**src/rtl/deser_pkg.sv**
```systemverilog
// Shared types and constants for the deserializador serial receiver.
package deser_pkg;

    localparam int         DESER_W                  = 8;
    localparam logic [7:0] DESER_SYNC_DEFAULT       = 8'hBC;
    localparam int         DESER_SYNC_COUNT_DEFAULT = 2;

    typedef enum logic [1:0] {
        HUNT   = 2'd0,
        CHECK  = 2'd1,
        LOCKED = 2'd2
    } deser_state_t;

endpackage

```
**src/rtl/deserializador_if.sv**
```systemverilog
// Serial link receive-side bundle: serial input and resync request in,
// recovered byte, strobe and lock status out.
interface deserializador_if;

    logic                          in;
    logic                          resync;
    logic [deser_pkg::DESER_W-1:0] data;
    logic                          enb;
    logic                          lock;

    modport master (output in, output resync, input data, input enb, input lock);
    modport slave  (input in, input resync, output data, output enb, output lock);

endinterface

```
**src/rtl/deser_shift8.sv**
```systemverilog
// 8-bit MSB-first shift register; o_nxt is the window including the bit
// being sampled this cycle.
module deser_shift8
    import deser_pkg::*;
(
    input  logic               clk,
    input  logic               rst,
    input  logic               i_bit,
    output logic [DESER_W-1:0] o_nxt
);

    logic [DESER_W-1:0] r_sr;

    assign o_nxt = {r_sr[DESER_W-2:0], i_bit};

    always_ff @(posedge clk or negedge rst) begin
        if (!rst) begin
            r_sr <= '0;
        end else begin
            r_sr <= o_nxt;
        end
    end

endmodule

```
**src/rtl/deserializador.sv**
```systemverilog
// Serial-to-parallel receiver with sync-word alignment and lock detection.
// Optional build macro: DESER_SYNC_FILTER_EN (suppress sync words while locked).
module deserializador
    import deser_pkg::*;
#(
    parameter logic [7:0] SYNC_WORD  = DESER_SYNC_DEFAULT,
    parameter int         SYNC_COUNT = DESER_SYNC_COUNT_DEFAULT
) (
    input  logic             clk,
    input  logic             rst,
    deserializador_if.slave  bus
);

    localparam logic [3:0] LP_COUNT = 4'(SYNC_COUNT);

    deser_state_t       r_state;
    deser_state_t       w_state_nxt;
    logic [2:0]         r_cnt;
    logic [3:0]         r_matches;
    logic [DESER_W-1:0] r_data;
    logic               r_enb;
    logic [DESER_W-1:0] w_nxt;
    logic               w_is_sync;
    logic               w_boundary;
    logic               w_emit;
    logic               w_lock;

    deser_shift8 u_shift (
        .clk   (clk),
        .rst   (rst),
        .i_bit (bus.in),
        .o_nxt (w_nxt)
    );

    assign w_is_sync  = (w_nxt == SYNC_WORD);
    assign w_boundary = (r_cnt == 3'd7);

    always_ff @(posedge clk or negedge rst) begin
        if (!rst) begin
            r_state <= HUNT;
        end else begin
            r_state <= w_state_nxt;
        end
    end

    always_comb begin
        w_state_nxt = r_state;
        if (bus.resync) begin
            w_state_nxt = HUNT;
        end else begin
            case (r_state)
                HUNT: begin
                    if (w_is_sync) begin
                        w_state_nxt = (LP_COUNT == 4'd1) ? LOCKED : CHECK;
                    end
                end
                CHECK: begin
                    if (w_boundary) begin
                        if (!w_is_sync) begin
                            w_state_nxt = HUNT;
                        end else if ((r_matches + 4'd1) == LP_COUNT) begin
                            w_state_nxt = LOCKED;
                        end
                    end
                end
                LOCKED:  w_state_nxt = LOCKED;
                default: w_state_nxt = HUNT;
            endcase
        end
    end

    always_comb begin
        w_lock = (r_state == LOCKED);
        w_emit = (r_state == LOCKED) && w_boundary && !bus.resync;
`ifdef DESER_SYNC_FILTER_EN
        // Sync words are idle fill once locked: nothing is presented for them.
        w_emit = w_emit && !w_is_sync;
`endif
    end

    // In HUNT a sync match re-anchors the bit counter to the word boundary.
    always_ff @(posedge clk or negedge rst) begin
        if (!rst) begin
            r_cnt     <= '0;
            r_matches <= '0;
        end else if (r_state == HUNT) begin
            if (w_is_sync && !bus.resync) begin
                r_cnt     <= '0;
                r_matches <= 4'd1;
            end
        end else begin
            r_cnt <= r_cnt + 3'd1;
            if ((r_state == CHECK) && w_boundary && w_is_sync) begin
                r_matches <= r_matches + 4'd1;
            end
        end
    end

    always_ff @(posedge clk or negedge rst) begin
        if (!rst) begin
            r_data <= '0;
            r_enb  <= 1'b0;
        end else begin
            r_enb <= w_emit;
            if (w_emit) begin
                r_data <= w_nxt;
            end
        end
    end

    assign bus.data = r_data;
    assign bus.enb  = r_enb;
    assign bus.lock = w_lock;

endmodule

```
**src/flat_wrapper.sv**
```systemverilog
// flat-port wrapper written by rule: the top's interface ports become plain ports
module deserializador_flat import deser_pkg::*;
#(
    parameter logic [7:0] SYNC_WORD  = DESER_SYNC_DEFAULT,
    parameter int         SYNC_COUNT = DESER_SYNC_COUNT_DEFAULT
)
  (clk, rst, bus_in, bus_resync, bus_data, bus_enb, bus_lock);
  deserializador_if bus_i ();
  input  logic clk;
  input  logic rst;
  input wire logic [$bits(bus_i.in)-1:0] bus_in;
  input wire logic [$bits(bus_i.resync)-1:0] bus_resync;
  output wire logic [$bits(bus_i.data)-1:0] bus_data;
  output wire logic [$bits(bus_i.enb)-1:0] bus_enb;
  output wire logic [$bits(bus_i.lock)-1:0] bus_lock;
  assign bus_i.in = bus_in;
  assign bus_i.resync = bus_resync;
  assign bus_data = bus_i.data;
  assign bus_enb = bus_i.enb;
  assign bus_lock = bus_i.lock;
  deserializador #(.SYNC_WORD(SYNC_WORD), .SYNC_COUNT(SYNC_COUNT)) u_core (.clk(clk), .rst(rst), .bus(bus_i));
endmodule
```
**config.mk**
```make
export PLATFORM = sky130hd
export DESIGN_NAME = deserializador_flat
export DESIGN_NICKNAME = d
export VERILOG_FILES = /design/src/rtl/deser_pkg.sv /design/src/rtl/deserializador_if.sv /design/src/rtl/deser_shift8.sv /design/src/rtl/deserializador.sv /design/src/flat_wrapper.sv
export SDC_FILE = /design/constraint.sdc
export NUM_CORES = 1
export LEC_CHECK = 0
export ABC_AREA = 1
export BUFFER_PORTS_ARGS = -buffer_cell sky130_fd_sc_hd__buf_4
export CAP_MARGIN = 30
export CORE_MARGIN = 10
export CORE_UTILIZATION = 45
export DETAILED_ROUTE_END_ITERATION = 6
export GPL_ROUTABILITY_DRIVEN = 0
export SYNTH_ARGS = -nofsm -noshare
export SYNTH_HDL_FRONTEND = slang
export SYNTH_HIERARCHICAL = 1
export SYNTH_SLANG_ARGS = --single-unit
export TNS_END_PERCENT = 1
```
**constraint.sdc**
```tcl
create_clock -name clk -period 2.1 [get_ports clk]
set_clock_uncertainty 0.2 [all_clocks]
set_input_delay 0.21 -clock clk [delete_from_list [all_inputs] [get_ports clk]]
set_output_delay 0.21 -clock clk [all_outputs]
set_load 0.01 [all_outputs]
```
==> flow_summary.toml <==
[yosys]
netlist_instances = 127
synth.distinct_cells = 18
synthFlopType = "sky130_fd_sc_hd__dfrtp_1"
synthDominantCellAreaShare_pct = 54.6
yosys.area.top_type = "sky130_fd_sc_hd__dfrtp_1"
yosys-top-cells-area = "sky130_fd_sc_hd__dfrtp_1, sky130_fd_sc_hd__nand2_1, sky130_fd_sc_hd__inv_1"
yosysMostFrequentCell = "sky130_fd_sc_hd__nand2_1"
syn_area_sq_um = 1140
synth.yosys.seq_area_share_pct = 54.6
avgSynthCellArea_sq_um = 9.01
synth_edf_count = 0
synth.top_cells.by_count = "sky130_fd_sc_hd__nand2_1, sky130_fd_sc_hd__dfrtp_1, sky130_fd_sc_hd__inv_1"
yosysWarnings = 6
ys_seq_elements = 25
synthesis.nets = 135
synthArstFlopShare_pct = 100

[floorplanning]
design.portCount = 14
initial_standard_cell_utilization_of_the_core_pct = 46.6
die_x_um = 70.4
dieHeight_um = 70.4
dieArea_sq_um = 4960
core_sq_um = 2450
rows = 18

[worst_setup_path]
crit_required_ns = 2.09
critPathKind = "primary input to register"
end_kind = "register"
crit_slowest_cell = "sky130_fd_sc_hd__dlygate4sd3_1"
cp_max_fo = 3
cp.arrival_ns = 1.69
crit_path_max_incr_delay_ns = 0.54
cp_top_family = "buffers and inverters"
setup.worst_path.start_class = "primary input"
timing.critical_path.buf_inv = 4
crit_chain = "dlygate4sd3_1, buf_4, inv_1, nand2_1, nor2_1, nand2_1, nor2_1, inv_1, nand3_1, o21ai_0"

[run]
cap_violations = 0

[detailed_routing]
ant_nets = 0
drt-vias-per-instance = 4.69
routed-via-count = 820
route.final.wire_length_mm = 1.97
route.detailed.wl_per_inst_um = 11.2
dr_iter_0_viols = 22
dr.pass1.iters = 4
drt_drc_violations_left = 0

[clocking]
postCtsSetupBuffers = 0
cts.htree.levels = 1
numCtsBuffers = 3
clockBufferDepth = 2
cts_repair_resize_count = 0
clock_insertion_delay_worst_skew_ns = 0.31
clockRootBuffer = "sky130_fd_sc_hd__clkbuf_4"
cts_sinks = 25
clock_pin_slew_of_the_registers_on_the_worst_case_setup_and_hold_paths_ns = 0.14
tritoncts = "done"
cts.hold.buffers_added = 3

[timing]
fraction_of_the_cycle_the_final_worst_path_needs_pct = 81.2
setup_total_negative_slack_ns = 0
final_hold_viol_count = 0
setup_repair_after_global_routing_missed_its_margin = "no"
maxClockFrequency_mhz = 586
worst_pin_slew_ns = 0.328
setup_violations = 0
finalWorstPathRequiredPeriod_ns = 1.71
timing.slew.headroom_pct = 78.1
maxSlewViolCount = 0

[min_path]
timing.hold.worst.class = "primary input to asynchronous set/reset pin"

[cells_and_area]
finalNonFillerCells = 175
layout.nets = 154
antenna_cells = 0
finish.instance_area_sq_um = 1320
flow.area_growth_from_synthesis_pct = 15.1
drive_gt1_share_pct = 22.1
post-route-util_pct = 53.7

[grt]
grt_antenna_before_repair = 0
largest_net_degree_at_the_start_of_global_routing = 26
global_route_wire_length_before_repair_mm = 3.30
global_route.overflow_total = 0
grtUsageTotal_pct = 7.81
number_of_global_route_vias_before_repair = 789

[power]
irDropWorstVdd_mv = 0.415
pwr_density_cell_nw_per_um2 = 615
total_leakage_power_uw = 0.000711

[placed_design]
place.port_buffers = 13
dpl.cell_count = 168
place_hpwl_mm = 1.50
post_dp_cell_area_sq_um = 1260

[run_status]
outcome = "complete, no violations"
-- per-layer routing --
layer / part of all wire, % / wire [um] / vias to the layer above / global-route usage, %
met3: 5.1 / 101 / 4 / 2.54
met4: 1.7 / 34 / 0 / 3.95
met1: 44 / 869 / 380 / 8.40
li1: - / - / 426 / -
met5: 0 / 0 / - / 0
met2: 49 / 961 / 10 / 13.3
-- through the flow --
step / setup WS, ns / power [uW] / hold WS (ns)
after floorplan: 0.530 / 580 / -0.286
after global placement: 0.478 / 602 / -0.0719
after detailed placement: 0.436 / 607 / -0.0675
after CTS: 0.382 / 820 / 0.117
after global routing: 0.208 / 857 / 0.117
final: 0.395 / 811 / 0.110
-- path summary, 6_finish.rpt --
kind,from,end,slack [ns],cells past startpoint
setup / recovery,bus_in,u_core/r_cnt[0]$_DFFE_PN0P_,0.39,10
hold / removal,rst,u_core/bus.data[0]$_DFFE_PN0P_,0.11,2
setup reg to reg,u_core/r_cnt[0]$_DFFE_PN0P_,u_core/bus.data[6]$_DFFE_PN0P_,0.43,7
hold reg to reg,u_core/u_shift/r_sr[5]$_DFF_PN0_,u_core/u_shift/r_sr[6]$_DFF_PN0_,0.21,0
max in group asynchronous,rst,u_core/u_shift/r_sr[5]$_DFF_PN0_,1.34,2
min in group clk,u_core/u_shift/r_sr[5]$_DFF_PN0_,u_core/u_shift/r_sr[6]$_DFF_PN0_,0.21,0
-- sequential cells by signal (all words and copies together), names as in the netlist --
name,cells
u_core/bus.data,8
u_core/bus.enb,1
u_core/r_matches,4
u_core/u_shift/r_sr,7
u_core/r_cnt,3
u_core/r_state,2
-- cell type report --
cell class                 instances  area (sq um)
clock buffer                       4          26.3
fill                             251          1140
inverter                          20          75.1
multi-input combinational         80           425
sequential                        25           626
tap                               30          37.5
timing repair buffer              16           128
-- cells by family (layout without fill, tap and decap cells) --
group | after synthesis | in the layout | share of synthesized area [%]
AND/OR/NAND/NOR | 66 | 66 | 26.9
flip-flops | 25 | 25 | 54.6
buffers and inverters | 22 | 40 | 8.20
AO/OA/AOI/OAI | 10 | 10 | 5.90
adder cells (fa/ha/maj) | 4 | 4 | 4.37
-- cell usage in the layout (no fill, tap or decap), drive strengths merged, types with 4 or more instances in the layout --
master,count
buf,13
dfrtp,25
o21ai,9
nor2,14
nand2,42
ha,4
clkbuf,4
nand3,7
inv,20
-- report_power, final --
part / internal, uW / switching, uW
combinational: 30.4 / 51.3
clock: 74.1 / 136
sequential: 502 / 16.6
total: 606 / 204
No activity file was read; power rests on OpenSTA's default activity.
